<file path="config.mk">
export PLATFORM = sky130hd
export DESIGN_NAME = corner_capture_writer
export DESIGN_NICKNAME = d
export VERILOG_FILES = /design/src/rtl/corner_pkg.sv /design/src/rtl/valid_pipe.sv /design/src/rtl/corner_capture_writer.sv
export SDC_FILE = /design/constraint.sdc
export NUM_CORES = 1
export LEC_CHECK = 0
export BUFFER_PORTS_ARGS = -buffer_cell sky130_fd_sc_hd__buf_2
export CAP_MARGIN = 20
export CORE_UTILIZATION = 50
export CTS_BUF_LIST = sky130_fd_sc_hd__clkbuf_16
export CTS_CLUSTER_SIZE = 16
export DETAILED_ROUTE_END_ITERATION = 7
export PLACE_DENSITY = 0.7
export SLEW_MARGIN = 10
export SYNTH_ARGS = -nofsm -noshare
export SYNTH_HDL_FRONTEND = slang
export SYNTH_SLANG_ARGS = --single-unit
</file>
<file path="constraint.sdc">
create_clock -name clk_in -period 5.6 [get_ports clk_in]
set_clock_uncertainty 0.05 [all_clocks]
set_input_delay 0.28 -clock clk_in [delete_from_list [all_inputs] [get_ports clk_in]]
set_output_delay 0.28 -clock clk_in [all_outputs]
set_load 0.03 [all_outputs]
</file>
<file path="src/rtl/corner_pkg.sv">
// rtl/corner_pkg.sv - shared types and constants for the corner capture writer
package corner_pkg;

  typedef enum logic [1:0] {
    IDLE    = 2'd0,
    ARM     = 2'd1,
    CAPTURE = 2'd2,
    DONE    = 2'd3
  } state_e;

  localparam int COUNT_W              = 17;
  localparam int DEFAULT_CORNER_DEPTH = 512;

  // Beat counter increment that sticks at all-ones instead of wrapping.
  function automatic logic [COUNT_W-1:0] sat_inc(input logic [COUNT_W-1:0] v);
    return (&v) ? v : v + COUNT_W'(1);
  endfunction

endpackage

</file>
<file path="src/rtl/valid_pipe.sv">
// rtl/valid_pipe.sv - delays the frame BRAM address-valid strobe to line up with douta
module valid_pipe #(
  parameter int DEPTH = 1
) (
  input  logic clk_i,
  input  logic rst_i,
  input  logic flush_i,
  input  logic valid_i,
  output logic valid_o
);

  logic [DEPTH-1:0] pipe_q;

  always_ff @(posedge clk_i or posedge rst_i) begin
    if (rst_i) begin
      pipe_q <= '0;
    end else if (flush_i) begin
      pipe_q <= '0;
    end else begin
      pipe_q <= DEPTH'({pipe_q, valid_i});
    end
  end

  assign valid_o = pipe_q[DEPTH-1];

endmodule

</file>
<file path="src/rtl/corner_capture_writer.sv">
// rtl/corner_capture_writer.sv - packs the corner pixel stream into the corner BRAM
module corner_capture_writer
  import corner_pkg::*;
#(
  parameter int PIXEL_WIDTH  = 16,
  parameter int CORNER_DEPTH = DEFAULT_CORNER_DEPTH,
  parameter int READ_LATENCY = 1
) (
  input  logic                            clk_in,
  input  logic                            rst_in,
  input  logic                            start_flag,
  input  logic [7:0]                      corner_width,
  input  logic [8:0]                      corner_height,
  input  logic                            pixel_valid_in,
  input  logic [PIXEL_WIDTH-1:0]          pixel_data_in,
  output logic                            wr_en_out,
  output logic [$clog2(CORNER_DEPTH)-1:0] wr_addr_out,
  output logic [PIXEL_WIDTH-1:0]          wr_data_out,
  output logic                            busy_out,
  output logic                            done_out,
  output logic                            overflow_out,
  output logic [COUNT_W-1:0]              pixel_count_out
);

  localparam int ADDR_W = $clog2(CORNER_DEPTH);
  // One extra code so the pointer can sit at CORNER_DEPTH without wrapping.
  localparam int PTR_W = $clog2(CORNER_DEPTH + 1);
  localparam logic [PTR_W-1:0] DEPTH_PTR = PTR_W'(CORNER_DEPTH);

  state_e                 state_q, state_d;
  logic [7:0]             width_q;
  logic [8:0]             height_q;
  logic [COUNT_W-1:0]     expected_q;
  logic [COUNT_W-1:0]     count_q;
  logic [PTR_W-1:0]       addr_q;
  logic                   overflow_q;
  logic                   wr_en_q;
  logic [ADDR_W-1:0]      wr_addr_q;
  logic [PIXEL_WIDTH-1:0] wr_data_q;
  logic                   beat_valid;
  logic                   beat;

  valid_pipe #(.DEPTH(READ_LATENCY)) u_valid_pipe (
    .clk_i   (clk_in),
    .rst_i   (rst_in),
    .flush_i (state_q == ARM),
    .valid_i (pixel_valid_in),
    .valid_o (beat_valid)
  );

  // A restart request wins over a beat landing on the same edge.
  assign beat = beat_valid && (state_q == CAPTURE) && (count_q != expected_q) && !start_flag;

  always_comb begin
    state_d = state_q;
    case (state_q)
      IDLE:    state_d = IDLE;
      ARM:     state_d = (width_q == 8'd0 || height_q == 9'd0) ? DONE : CAPTURE;
      CAPTURE: if (count_q == expected_q) state_d = DONE;
      DONE:    state_d = IDLE;
      default: state_d = IDLE;
    endcase
    if (start_flag) state_d = ARM;
  end

  always_ff @(posedge clk_in or posedge rst_in) begin
    if (rst_in) begin
      state_q    <= IDLE;
      width_q    <= '0;
      height_q   <= '0;
      expected_q <= '0;
      count_q    <= '0;
      addr_q     <= '0;
      overflow_q <= 1'b0;
      wr_en_q    <= 1'b0;
      wr_addr_q  <= '0;
      wr_data_q  <= '0;
    end else begin
      state_q <= state_d;
      wr_en_q <= 1'b0;
      if (start_flag) begin
        width_q  <= corner_width;
        height_q <= corner_height;
      end
      if (state_q == ARM) begin
        expected_q <= COUNT_W'(width_q) * COUNT_W'(height_q);
        count_q    <= '0;
        addr_q     <= '0;
        overflow_q <= 1'b0;
      end else if (beat) begin
        count_q <= sat_inc(count_q);
        if (addr_q < DEPTH_PTR) begin
          wr_en_q   <= 1'b1;
          wr_addr_q <= addr_q[ADDR_W-1:0];
          wr_data_q <= pixel_data_in;
          addr_q    <= addr_q + PTR_W'(1);
        end else begin
          overflow_q <= 1'b1;
        end
      end
    end
  end

  assign wr_en_out       = wr_en_q;
  assign wr_addr_out     = wr_addr_q;
  assign wr_data_out     = wr_data_q;
  assign busy_out        = (state_q == CAPTURE);
  assign done_out        = (state_q == DONE);
  assign overflow_out    = overflow_q;
  assign pixel_count_out = count_q;

endmodule
</file>
=== After elaboration in Yosys (flattened, before gate mapping) ===
Index checks and enable logic that the tools add are counted.
Widths: inputs -> output; s select.

* Add/subtract/negate cells: 2
* Multiply operators: 1
* $lt $le $gt $ge: 1
* Eq/ne operators: 8
* Mux-type cells: 17
* Bitwise logic cells: 1
* Reduce and logical (&&, ||, !) cells: 16

{| class="wikitable"
|+ Operators by type and width
! operator !! count
|-
| $mux 17 || 3
|-
| $mux 10 || 3
|-
| $add 17x1->17 const B || 1
|-
| $eq 17x17->1 || 1
|-
| $mul 8x9->17 || 1
|-
| $ne 17x17->1 || 1
|-
| $reduce_and 17->1 || 1
|-
| $add 10x1->10 const B || 1
|-
| $lt 10x10->1 const B || 1
|-
| $logic_not 9->1 || 1
|-
| $logic_not 8->1 || 1
|-
| $mux 1 || 8
|-
| $pmux 2 s3 || 1
|-
| $reduce_and 2->1 || 3
|-
| $eq 2x2->1 const B || 2
|-
| $mux 2 || 2
|-
| $ne 2x1->1 const B || 2
|-
| $reduce_bool 2->1 || 2
|-
| $logic_and 1x1->1 || 3
|-
| $ne 3x2->1 const B || 1
|-
| $reduce_and 3->1 || 1
|-
| $eq 2x1->1 const B || 1
|-
| $logic_not 2->1 || 1
|-
| $reduce_or 2->1 || 1
|-
| other kinds (3) || 3
|}

* Register bits: 91
* Output and inout port bits: 46
* Word-level logic and storage cells: 57

=== Longest topological paths before layout ===
* Word-level depth: 6
* Mapped depth: 17
* Gate-level depth less buffers: 16

=== Hierarchy ===
Synthesis repeated with hierarchy kept, for this count alone.

* Cell total of the unflattened synthesis: 628
* Area total of the unflattened synthesis: 6521.3 um^2

{| class="wikitable"
|+ By module, submodules not included
! module !! times used !! cells each !! area each (um^2)
|-
| corner_capture_writer || 1 || 625 || 6478.7
|-
| valid_pipe || 1 || 3 || 42.5
|}

=== Worst setup path before layout ===
Ideal clock, no wire load.

* Kind: register -> register
* Start point: register width_q[7]
* End point: register expected_q[12]
* Library setup time: 0.125 ns
* Data arrival time: 4.212 ns
* Path slack: 1.213 ns
* Stages on the path, launching flop included: 16
* Path through: dfrtp_1 -> clkbuf_1 -> nand2_1 -> fa_1 -> fa_1 -> inv_1 -> fa_1 -> inv_1 -> fa_1 -> inv_1 -> ha_1 -> or3_1 -> o2111ai_1 -> o211ai_1 -> xor2_1 -> mux2_2

* Longest elaborated chain between the ends: 1

{| class="wikitable"
|+ RTL lines
! what !! RTL line !! source
|-
| from (decl) || corner_capture_writer.sv:31 || <nowiki>logic [7:0] width_q;</nowiki>
|-
| from (signal assigned) || corner_capture_writer.sv:82 || <nowiki>width_q <= corner_width;</nowiki>
|-
| $mul 8x9->17 || corner_capture_writer.sv:86 || <nowiki>expected_q <= COUNT_W'(width_q) * COUNT_W'(height_q);</nowiki>
|-
| to (signal assigned) || corner_capture_writer.sv:86 ||
|-
| to (decl) || corner_capture_writer.sv:33 || <nowiki>logic [COUNT_W-1:0] expected_q;</nowiki>
|}

No other way between the ends.
A chain may end at the register's enable or synchronous reset.

=== Worst setup path after layout ===
* Start point: register width_q[7]
* End point: register expected_q[15]

Same word-level chain as after synthesis.

==> results.txt <==
For the maximum achievable frequency, the log shows 220 MHz. For this run, the leading register cell type out of synthesis is dfrtp_1. The synthesized design devotes to its leading area cell type 34.8% of total area. The worst setup path is captured at a flop. Ranked by total cell area, the synthesized netlist is headed by dfrtp_1 35%, fa_1 13%, ha_1 8.4%.

The count of endpoints failing hold in the final timing report was 0; the count of cells resized by post-cts repair was 0. The library cell used most frequently in the layout, excluding fill and tap cells, is dfrtp_1. The library cell with the largest summed area after synthesis is dfrtp_1.

The tools report the fraction of the core area covered by cells at the end of the flow as 58.3%. The kind of start point of the critical path is a flop. The worst hold path endpoint was wr_data_out[0]. During I/O placement, the number of pins put on the boundary was 83. The CTS root buffer was clkbuf_16. The die span in x is 116 um. For the post-layout net count, the log shows 810. Walking the worst path, the cells encountered are and2_1 -> fa_1 -> fa_1 -> fa_1 -> inv_1 -> fa_1 -> inv_1 -> ha_1 -> or3_1 -> o221ai_1 -> a31oi_1 -> xor2_1 -> mux2_2. The final route contains 4732 vias.

CTS saw 91 sinks. Data arrives at the worst endpoint at 4.73 ns. Global routing used 21.4% of the available tracks.

The critical path in this run is classified as flop to flop. The endpoint identified for the worst register-to-register timing path is expected_q[15]. The maximum number of pins on one net before global-route repair is 63. The placeable core region was 0.0127 mm^2; the initial antenna violation count was 0. The count of pins over their slew limit is 0.

The count of buffer and inverter cells on the critical path is 2, and the maximum net fanout on the critical path is 11. The tools report the iteration count of the initial detailed-routing pass as 4. The synthesized netlist occupies a cell area of 0.00655 mm^2. In this run the deepest clock path goes through 2 buffers. The run gives 0 as the count of maximum capacitance violations.

The part of the cycle the worst path needs came out at 81.3%. Fill cells in the final layout number 1080. The clock transition at the register clock pins on the worst setup and hold paths after CTS is 0.07 ns.

The multi-input logic area was 0.00387 mm^2; the wire length after detailed routing was 13100 um. The top cell types in the final layout, fill and taps aside, are 91 x dfrtp_1, 82 x buf_2, 65 x inv_1. Counting every net in the synthesized netlist gives 741.

Synthesis produced 618 cells. The number of DRC markers in iteration 0 is 294, and the number of stages on the worst hold path is 2. The first global-routing pass estimated 22700 um of wire. The start of the worst register-to-register path is width_q[7].

For the cell row count, the log shows 41. Counting the buffers created by CTS gives 9. The number of cells on the worst reg-to-reg path is 13. Clock latency of the later-clocked register in the worst-skew pair: 0.34 ns.

For the pin with the worst max-slew slack, the measured transition is 0.787 ns. For this run, the number of Yosys warnings is 0. After detailed placement, the total cell area comes to 0.00705 mm^2.

The critical hold path startpoint was pixel_data_in[0]. For this design the ratio of total power to cell area is 477 mW/mm^2. After synthesis, flip-flops and latches occupy 34.8% of the total area.

The cts-stage hold buffer count is 1, and the internal reg-to-reg setup slack is 1.05 ns. The count of flip-flops with a built-in enable after synthesis is 0. In this run the worst hold path is classified as input pin to flop. Setup repair after global routing left no endpoint under its margin.

After detailed routing, the average wire length per cell comes to 15.2 um. In this design, the stage delay of the slowest critical-path cell is 0.55 ns. Once the floorplan was initialized, standard cells occupied 51.7% of the core.

The worst-path cell with the longest stage delay was fa_1. Counting I/O delays and the setup requirement, the final critical path takes 4.55 ns. The register bit total from synthesis is 91.

The post-route setup TNS is 0 ns. The number of setup buffers added after CTS is 0. The share of layout cells above drive strength 1 was 23.6%; the floorplan die area was 0.0136 mm^2. The number of antenna diodes in the final layout is 0. The critical path runs through a total of 13 cells. For the overflow left after global routing, the log shows 0.

TritonCTS built the clock tree. In the synthesized netlist the async set-or-reset flop fraction comes to 100%. In this run the mean area of a mapped cell was 10.6 um^2. The placed wire-length estimate after detailed placement is 9600 um.

The post-route antenna net violation count was 0; the number of distinct library cells after synthesis was 50. The worst pin sits at a relative slew slack of 47.5%. The run gives 5.78 ns as the critical path required time. The flow ran to the end, and the final reports show no timing, DRC or antenna violations. The area added between synthesis and finish is 12.8%. Broken down by cell family, the worst path's largest delay share belongs to adder cells. Static leakage: 3.74 nW.

Buffers placed on the I/O ports in this run total 82. Registers take 0.00228 mm^2. The count of unresolved DRC violations after routing is 0, and the global placer's final weighted congestion is 0.847.

The per-cell via count in the routed design came out at 5.48. The maximum vdd ir drop is 0.000258 V, and the via count of the first global-routing pass is 4815. The total setup violations reported at the end of the flow is 0. The post-route cell area is 0.00739 mm^2.

The die is 116 um tall. Counting stages on the worst path, the most repeated cell is fa_1. The number of levels in the clock H-tree is 3.
==> per-layer routing <==
layer  wire length (um)  track usage (%)  up-vias
li1                   -                -     2230
met1               5720             26.3     2362
met2               6700             38.3      120
met3                502             3.58       20
met4                217             6.50        0
met5                  0                0        -
==> synth_stat cells (3+ instances only) <==
master / count
mux2_4: 19
o211ai_1: 4
ha_1: 44
and3_1: 5
dfrtp_1: 91
mux2_2: 34
xor2_1: 23
or4_1: 10
nor2b_1: 6
o21ai_0: 20
o31ai_1: 11
nand2_1: 34
nor4_1: 5
o21a_1: 5
inv_1: 66
o2111ai_1: 4
a31oi_1: 3
a21o_1: 3
buf_1: 3
fa_1: 42
nand4_1: 6
clkbuf_1: 21
or2_2: 4
nand3_1: 11
a21oi_1: 25
xnor2_1: 8
and2_1: 51
a211oi_1: 4
nor3_1: 3
or3_1: 11
nor2_1: 20
==> area by class of cell <==
| type | count | share of cell area [%] |
|---|---|---|
| Clock buffer | 9 | 3.05 |
| Clock inverter | 7 | 1.37 |
| Inverter | 66 | 3.37 |
| Multi-Input combinational cell | 432 | 52.4 |
| Sequential cell | 91 | 30.8 |
| Tap cell | 172 | 2.91 |
| Timing Repair Buffer | 87 | 6.10 |
==> worst reg2reg max path, cell delays in order, from the launching register on <==
cell and delay, ns:
dfrtp_1 0.49, and2_1 0.24, fa_1 0.52, fa_1 0.53, fa_1 0.55, inv_1 0.06, fa_1 0.53, inv_1 0.04
ha_1 0.24, or3_1 0.41, o221ai_1 0.24, a31oi_1 0.14, xor2_1 0.15, mux2_2 0.26
==> power by group <==
group          total, mW  internal, mW  switching, mW
logic               1.94         0.874           1.06
clock network      0.657         0.395          0.262
registers          0.932         0.808          0.123
total               3.53          2.08           1.45
==> worst max-delay path by stage <==
stage          startpoint              to  slack, ns
2_1_floorplan  width_q[7]  expected_q[12]       1.21
4_1_cts        width_q[6]  expected_q[12]       1.03
3_5_place_dp   width_q[7]  expected_q[15]       1.05
5_1_grt        width_q[4]  expected_q[14]       0.78
3_3_place_gp   width_q[7]  expected_q[12]       1.12
6_report       width_q[7]  expected_q[15]       1.05
==> flip-flops by register name, indices dropped and copies added, names as in the netlist, 2 cells and up <==
name	cells
pixel_count_out	17
state_q	2
wr_addr_out	9
addr_q	10
expected_q	17
wr_data_out	16
height_q	9
width_q	8
==> metrics by stage <==
step           hold WS, ns  power [mW]  worst slack [ns]  std cells
3_3_place_gp         0.264        2.83              1.12        846
5_1_grt              0.115        3.85             0.783        864
2_1_floorplan        0.368        2.46              1.21        618
3_5_place_dp         0.273        2.87              1.05        847
6_report             0.116        3.53              1.05        864
4_1_cts              0.107        3.55              1.03        864
==> cell families after synthesis <==
logic type / Yosys count / synth area share, %
AOI/OAI and AO/OA: 89 / 8.70
xor gates and xnor gates: 31 / 4.15
adders and majority gates: 86 / 21.2
buffers and inverters: 95 / 6.13
DFF: 91 / 34.8
muxes: 55 / 10.5
and+or+nand+nor: 171 / 14.5
Power figures use the tool's default switching activity.
